[config.mk]
export PLATFORM = sky130hd
export DESIGN_NAME = pc_sequencer
export DESIGN_NICKNAME = d
export VERILOG_FILES = /design/src/rtl/pc_sequencer.sv
export SDC_FILE = /design/constraint.sdc
export NUM_CORES = 1
export LEC_CHECK = 0
export CAP_MARGIN = 40
export CORE_UTILIZATION = 43
export CTS_CLUSTER_SIZE = 12
export DETAILED_ROUTE_END_ITERATION = 7
export HOLD_SLACK_MARGIN = 0.15
export PLACE_DENSITY = 0.72
export SLEW_MARGIN = 20
export SYNTH_ARGS = -nofsm -noshare
export SYNTH_HDL_FRONTEND = slang
export SYNTH_SLANG_ARGS = --single-unit
[constraint.sdc]
create_clock -name clk -period 9.18 [get_ports clk]
set_clock_uncertainty 0.2 [all_clocks]
set_input_delay 1.836 -clock clk [delete_from_list [all_inputs] [get_ports clk]]
set_output_delay 1.836 -clock clk [all_outputs]
set_load 0.05 [all_outputs]
[src/rtl/pc_sequencer.sv]
// -----------------------------------------------------------------------------
// pc_sequencer
//   Program-counter sequencer for the MIPS core. Tracks the fetch address and
//   applies branch-delay-slot semantics to branch, jump and register-jump
//   redirects. It also reports the link address and the run/halt status.
//
// Ports
//   clk              in   1   core clock, rising edge
//   reset_n          in   1   asynchronous reset, active-low
//   advance          in   1   current instruction retires; 0 holds all state
//   branch_taken     in   1   conditional branch resolved taken
//   branch_offset    in   32  sign-extended, word-shifted byte offset
//   jump             in   1   J/JAL in the current instruction
//   jump_index       in   26  instr_index field of J/JAL
//   jump_reg         in   1   JR/JALR in the current instruction
//   jump_reg_target  in   32  rs value for JR/JALR
//   pc               out  32  address of the current instruction
//   pc_link          out  32  pc+8, link value
//   in_delay_slot    out  1   current instruction sits in a delay slot
//   active           out  1   1 while executing, 0 once halted
//   addr_error       out  1   sticky misaligned JR/JALR target flag
// -----------------------------------------------------------------------------
module pc_sequencer #(
  parameter logic [31:0] RESET_VECTOR = 32'hBFC0_0000,
  parameter logic [31:0] HALT_ADDR    = 32'h0000_0000
) (
  input  logic        clk,
  input  logic        reset_n,
  input  logic        advance,
  input  logic        branch_taken,
  input  logic [31:0] branch_offset,
  input  logic        jump,
  input  logic [25:0] jump_index,
  input  logic        jump_reg,
  input  logic [31:0] jump_reg_target,
  output logic [31:0] pc,
  output logic [31:0] pc_link,
  output logic        in_delay_slot,
  output logic        active,
  output logic        addr_error
);

  // 2'b11 is never entered in normal operation; it is treated as a fault.
  typedef enum logic [1:0] {
    ST_RUN    = 2'b00,
    ST_DELAY  = 2'b01,
    ST_HALTED = 2'b10,
    ST_BAD    = 2'b11
  } state_t;

  state_t      state_r;
  logic [31:0] pc_r;
  logic [31:0] pending_r;
  logic        active_r;
  logic        addr_error_r;

  logic [31:0] pc_plus4_s;
  logic [31:0] target_s;
  logic        redirect_s;
  logic        misaligned_s;

  // J/JAL target: keep the 256 MB region of the delay-slot instruction.
  function automatic logic [31:0] jump_target(input logic [31:0] base,
                                              input logic [25:0] index);
    jump_target = {base[31:28], index, 2'b00};
  endfunction

  // Redirect selection with priority jump_reg > jump > branch_taken.
  always_comb begin
    pc_plus4_s   = pc_r + 32'd4;
    target_s     = 32'd0;
    redirect_s   = 1'b0;
    misaligned_s = 1'b0;
    if (jump_reg) begin
      target_s     = jump_reg_target;
      redirect_s   = 1'b1;
      misaligned_s = (jump_reg_target[1:0] != 2'b00);
    end else if (jump) begin
      target_s   = jump_target(pc_plus4_s, jump_index);
      redirect_s = 1'b1;
    end else if (branch_taken) begin
      target_s   = pc_plus4_s + branch_offset;
      redirect_s = 1'b1;
    end else begin
      target_s   = 32'd0;
      redirect_s = 1'b0;
    end
  end

  // Sequencer FSM: PC, pending delay-slot target and status flags.
  always_ff @(posedge clk or negedge reset_n) begin
    if (!reset_n) begin
      state_r      <= ST_RUN;
      pc_r         <= RESET_VECTOR;
      pending_r    <= 32'd0;
      active_r     <= 1'b1;
      addr_error_r <= 1'b0;
    end else if (advance) begin
      case (state_r)
        ST_RUN: begin
          if (jump_reg && misaligned_s) begin
            // Bad JR target: stop here, the PC stays on the faulting JR.
            addr_error_r <= 1'b1;
            active_r     <= 1'b0;
            state_r      <= ST_HALTED;
          end else if (redirect_s) begin
            pending_r <= target_s;
            pc_r      <= pc_plus4_s;
            state_r   <= ST_DELAY;
          end else begin
            pc_r <= pc_plus4_s;
          end
        end
        ST_DELAY: begin
          // Redirect inputs are ignored while the delay slot retires.
          pc_r <= pending_r;
          if (pending_r == HALT_ADDR) begin
            active_r <= 1'b0;
            state_r  <= ST_HALTED;
          end else begin
            state_r <= ST_RUN;
          end
        end
        ST_HALTED: begin
          active_r <= 1'b0;
        end
        default: begin
          active_r <= 1'b0;
          state_r  <= ST_HALTED;
        end
      endcase
    end else begin
      state_r <= state_r;
    end
  end

  assign pc            = pc_r;
  assign pc_link       = pc_r + 32'd8;
  assign in_delay_slot = (state_r == ST_DELAY);
  assign active        = active_r;
  assign addr_error    = addr_error_r;

endmodule

==> impl_metrics.toml <==
[status]
outcome = "complete, no violations"

[die]
die_h_um = 122
io_pins = 163
rows = 43
initial_core_util_pct = 44.3
die_w_um = 122
floorplan_core_area_sq_um = 13900
dieArea_sq_um = 14800

[clocking]
clock-root-buffer = "sky130_fd_sc_hd__clkbuf_16"
cts_hold_repair.buffers = 0
cts.path.max_buffers = 2
clk-insertion-delay-late_ps = 330
clock_sink_count = 68
tritoncts = "yes"
post_cts_buffers = 0
post_cts.resized_instances = 0
clock_tree.htree_level_count = 3
cts_inserted_buffers = 9
cts.reportedPaths.clkPinSlew_ps = 50

[yosys]
netlist_area_sq_um = 6170
postSynthCellCount = 781
synth_edf_count = 0
synth_area_per_cell_sq_um = 7.90
ys_ff_latch = 68
asyncSetResetFlopFracSynth_pct = 100
synth_warnings = 0
dominantRegCellSynth = "sky130_fd_sc_hd__dfrtp_1"
synth.yosys.seq_area_share_pct = 27.8
synth.lib_cells_used.distinct = 71
mappedNetlistNets = 915

[hold_path]
worstHoldEndpoint = "active"
hold-path-cell-count = 1
timing.hold.worst.start = "active"
worstHoldPathType = "reg -> reg"

[sta]
max-slew-margin-rel_pct = 46.3
hold_viol_final = 0
max_freq_mhz = 180
min_period_over_period_pct = 60.4
worstMarginPinSlew_ps = 805
period_minus_slack_ps = 5550
setup_repair_after_global_routing_missed_its_margin = "no"
finalSetupViolCount = 0
finalHoldWorstSlack_ps = 277
setup-tns-final_ps = 0
timing_max_transition_violations_final = 0

[setup_path]
arrival_ps = 3510
timing.rr.end = "pending_r[28]"
r2r_start = "pc[4]"
criticalPathCategory = "reg -> out"
end_kind = "output pin"
startpoint_type = "flop"
worst-r2r-cell-count = 17
cp_max_fo = 7
cp.required_ps = 7140
setup.reg_to_reg.worst_slack_ps = 4170

[cells_and_area]
fin_nets = 1038
syn2layout_area_growth_pct = 32.1
layout.cells.most_common = "sky130_fd_sc_hd__clkdlybuf4s50_1"
final.fill_count = 1285
drive_gt1_share_pct = 6.38
number_of_diodes_added_for_antenna_fixing = 0
layout_common_cells = "sky130_fd_sc_hd__clkdlybuf4s50_1 (161), sky130_fd_sc_hd__nand2_1 (88), sky130_fd_sc_hd__o21ai_0 (85)"

[drt]
drt-total-wl_um = 20100
drt-pass1-iter-count = 5
number_of_design_rule_violations_left_by_the_first_detailed_router_iteration = 743
wl_per_cell_um = 18.4
detail_route.drc_violations = 0
post_drt_via_cell_ratio = 5.92
ant_nets = 0
overall_via_count_from_detail_route = 6449

[pwr]
cellLeakagePower_nw = 3.40
p_per_area_nw_per_um2 = 343
ir_worst_vdd_mv = 0.143

[placement]
hpwlAfterDp_um = 15900
gp_routability_congestion = 0.888
buffer_ports.inserted = 162

[global_route]
number_of_global_route_vias_before_repair = 5767
antenna_found_initial = 0
grt_overflow_total = 0
gr_util_all_layers_pct = 27.3
grt_pass1_wl_um = 31000
grt_start_max_net_pins = 40

[job]
max_cap_violations = 0
[registers in the layout, summed over array words and instances (netlist names)]
name	flops
active	1
state_r	2
pending_r	32
addr_error	1
pc	32
[worst max path at each step]
stage / slack (ps) / from / endpoint / cells past startpoint
finish: 3630 / pc[4] / pc_link[23] / 9
global route: 3410 / pc[4] / pc_link[23] / 9
CTS: 3620 / pc[4] / pc_link[23] / 9
detailed placement: 3970 / branch_offset[0] / pending_r[28] / 13
global placement: 4020 / branch_offset[0] / pending_r[28] / 13
floorplan: 4060 / pc[4] / pc_link[23] / 9
[per-stage QoR]
step	cell area [sq um]	setup WS [ps]	total power [mW]	util (%)	cells
final	8150	3630	2.80	58.5	1089
after detailed placement	7870	3970	2.45	56.5	1073
after CTS	8150	3620	2.77	58.5	1089
after global placement	7830	4020	2.43	56.2	1070
after floorplan	6170	4060	1.90	-	781
after global routing	8150	3410	2.97	58.5	1089
[metal layers]
layer  global-route usage [%]  share of wire, %  vias up
met4                     8.41               2.1        0
met2                     38.3                42      319
met5                        0                 0        -
met3                     2.39               8.3       30
met1                     43.3                47     2990
li1                         -                 -     3110
[cell type report]
class | count | area (sq um) | area share (%)
timing repair buffer | 172 | 1720 | 21.1
clock buffer | 14 | 264 | 3.24
inverter | 16 | 60.1 | 0.737
clock inverter | 2 | 10.0 | 0.123
tap | 180 | 225 | 2.76
sequential | 68 | 1710 | 21.0
multi-input combinational | 637 | 4160 | 51.0
[cells in the mapped netlist, types with 6 or more instances]
| cell | count | area share, % |
|---|---|---|
| sky130_fd_sc_hd__a221oi_1 | 9 | 1.3 |
| sky130_fd_sc_hd__nor3_1 | 15 | 1.2 |
| sky130_fd_sc_hd__and3_1 | 12 | 1.2 |
| sky130_fd_sc_hd__nand2_1 | 88 | 5.4 |
| sky130_fd_sc_hd__a221o_1 | 11 | 1.8 |
| sky130_fd_sc_hd__nor4_1 | 9 | 0.91 |
| sky130_fd_sc_hd__o21ai_0 | 86 | 7.0 |
| sky130_fd_sc_hd__dfrtp_1 | 58 | 24 |
| sky130_fd_sc_hd__clkbuf_1 | 45 | 2.7 |
| sky130_fd_sc_hd__dfstp_2 | 10 | 4.3 |
| sky130_fd_sc_hd__xor2_1 | 44 | 6.2 |
| sky130_fd_sc_hd__a21oi_1 | 61 | 4.9 |
| sky130_fd_sc_hd__buf_2 | 7 | 0.57 |
| sky130_fd_sc_hd__o22ai_1 | 30 | 3.0 |
| sky130_fd_sc_hd__nand4_1 | 16 | 1.6 |
| sky130_fd_sc_hd__ha_1 | 37 | 7.5 |
| sky130_fd_sc_hd__nor2_1 | 41 | 2.5 |
| sky130_fd_sc_hd__xnor2_1 | 36 | 5.1 |
| sky130_fd_sc_hd__a21o_1 | 14 | 1.7 |
| sky130_fd_sc_hd__a31oi_1 | 6 | 0.61 |
| sky130_fd_sc_hd__nand3_1 | 31 | 2.5 |
| sky130_fd_sc_hd__inv_1 | 15 | 0.91 |
| sky130_fd_sc_hd__or3_1 | 10 | 1.0 |
[critical path, cell delays in order, from the launching register on]
cell and delay, ps:
sky130_fd_sc_hd__dfrtp_1 440, sky130_fd_sc_hd__ha_1 280, sky130_fd_sc_hd__nand3_2 150, sky130_fd_sc_hd__nor4_2 410
sky130_fd_sc_hd__and2_2 260, sky130_fd_sc_hd__and2b_1 200, sky130_fd_sc_hd__and3_1 320, sky130_fd_sc_hd__nand3_1 130
sky130_fd_sc_hd__xnor2_1 170, sky130_fd_sc_hd__clkdlybuf4s50_1 830
[power breakdown]
group | total (mW) | internal (mW) | switching [mW]
Combinational | 1.82 | 0.677 | 1.14
Sequential | 0.657 | 0.440 | 0.217
Clock | 0.321 | 0.197 | 0.124
Total | 2.80 | 1.31 | 1.48
[cells by family after synthesis]
| family | after synthesis | synth area share (%) |
|---|---|---|
| AOI/OAI and AO/OA | 259 | 26.6 |
| and+or+nand+nor | 252 | 20.0 |
| xor gates and xnor gates | 80 | 11.4 |
| buffers and inverters | 76 | 5.09 |
| DFF | 68 | 27.8 |
| adders and majority gates | 38 | 7.83 |
| muxes | 8 | 1.36 |
(Power assumes the default switching activity.)
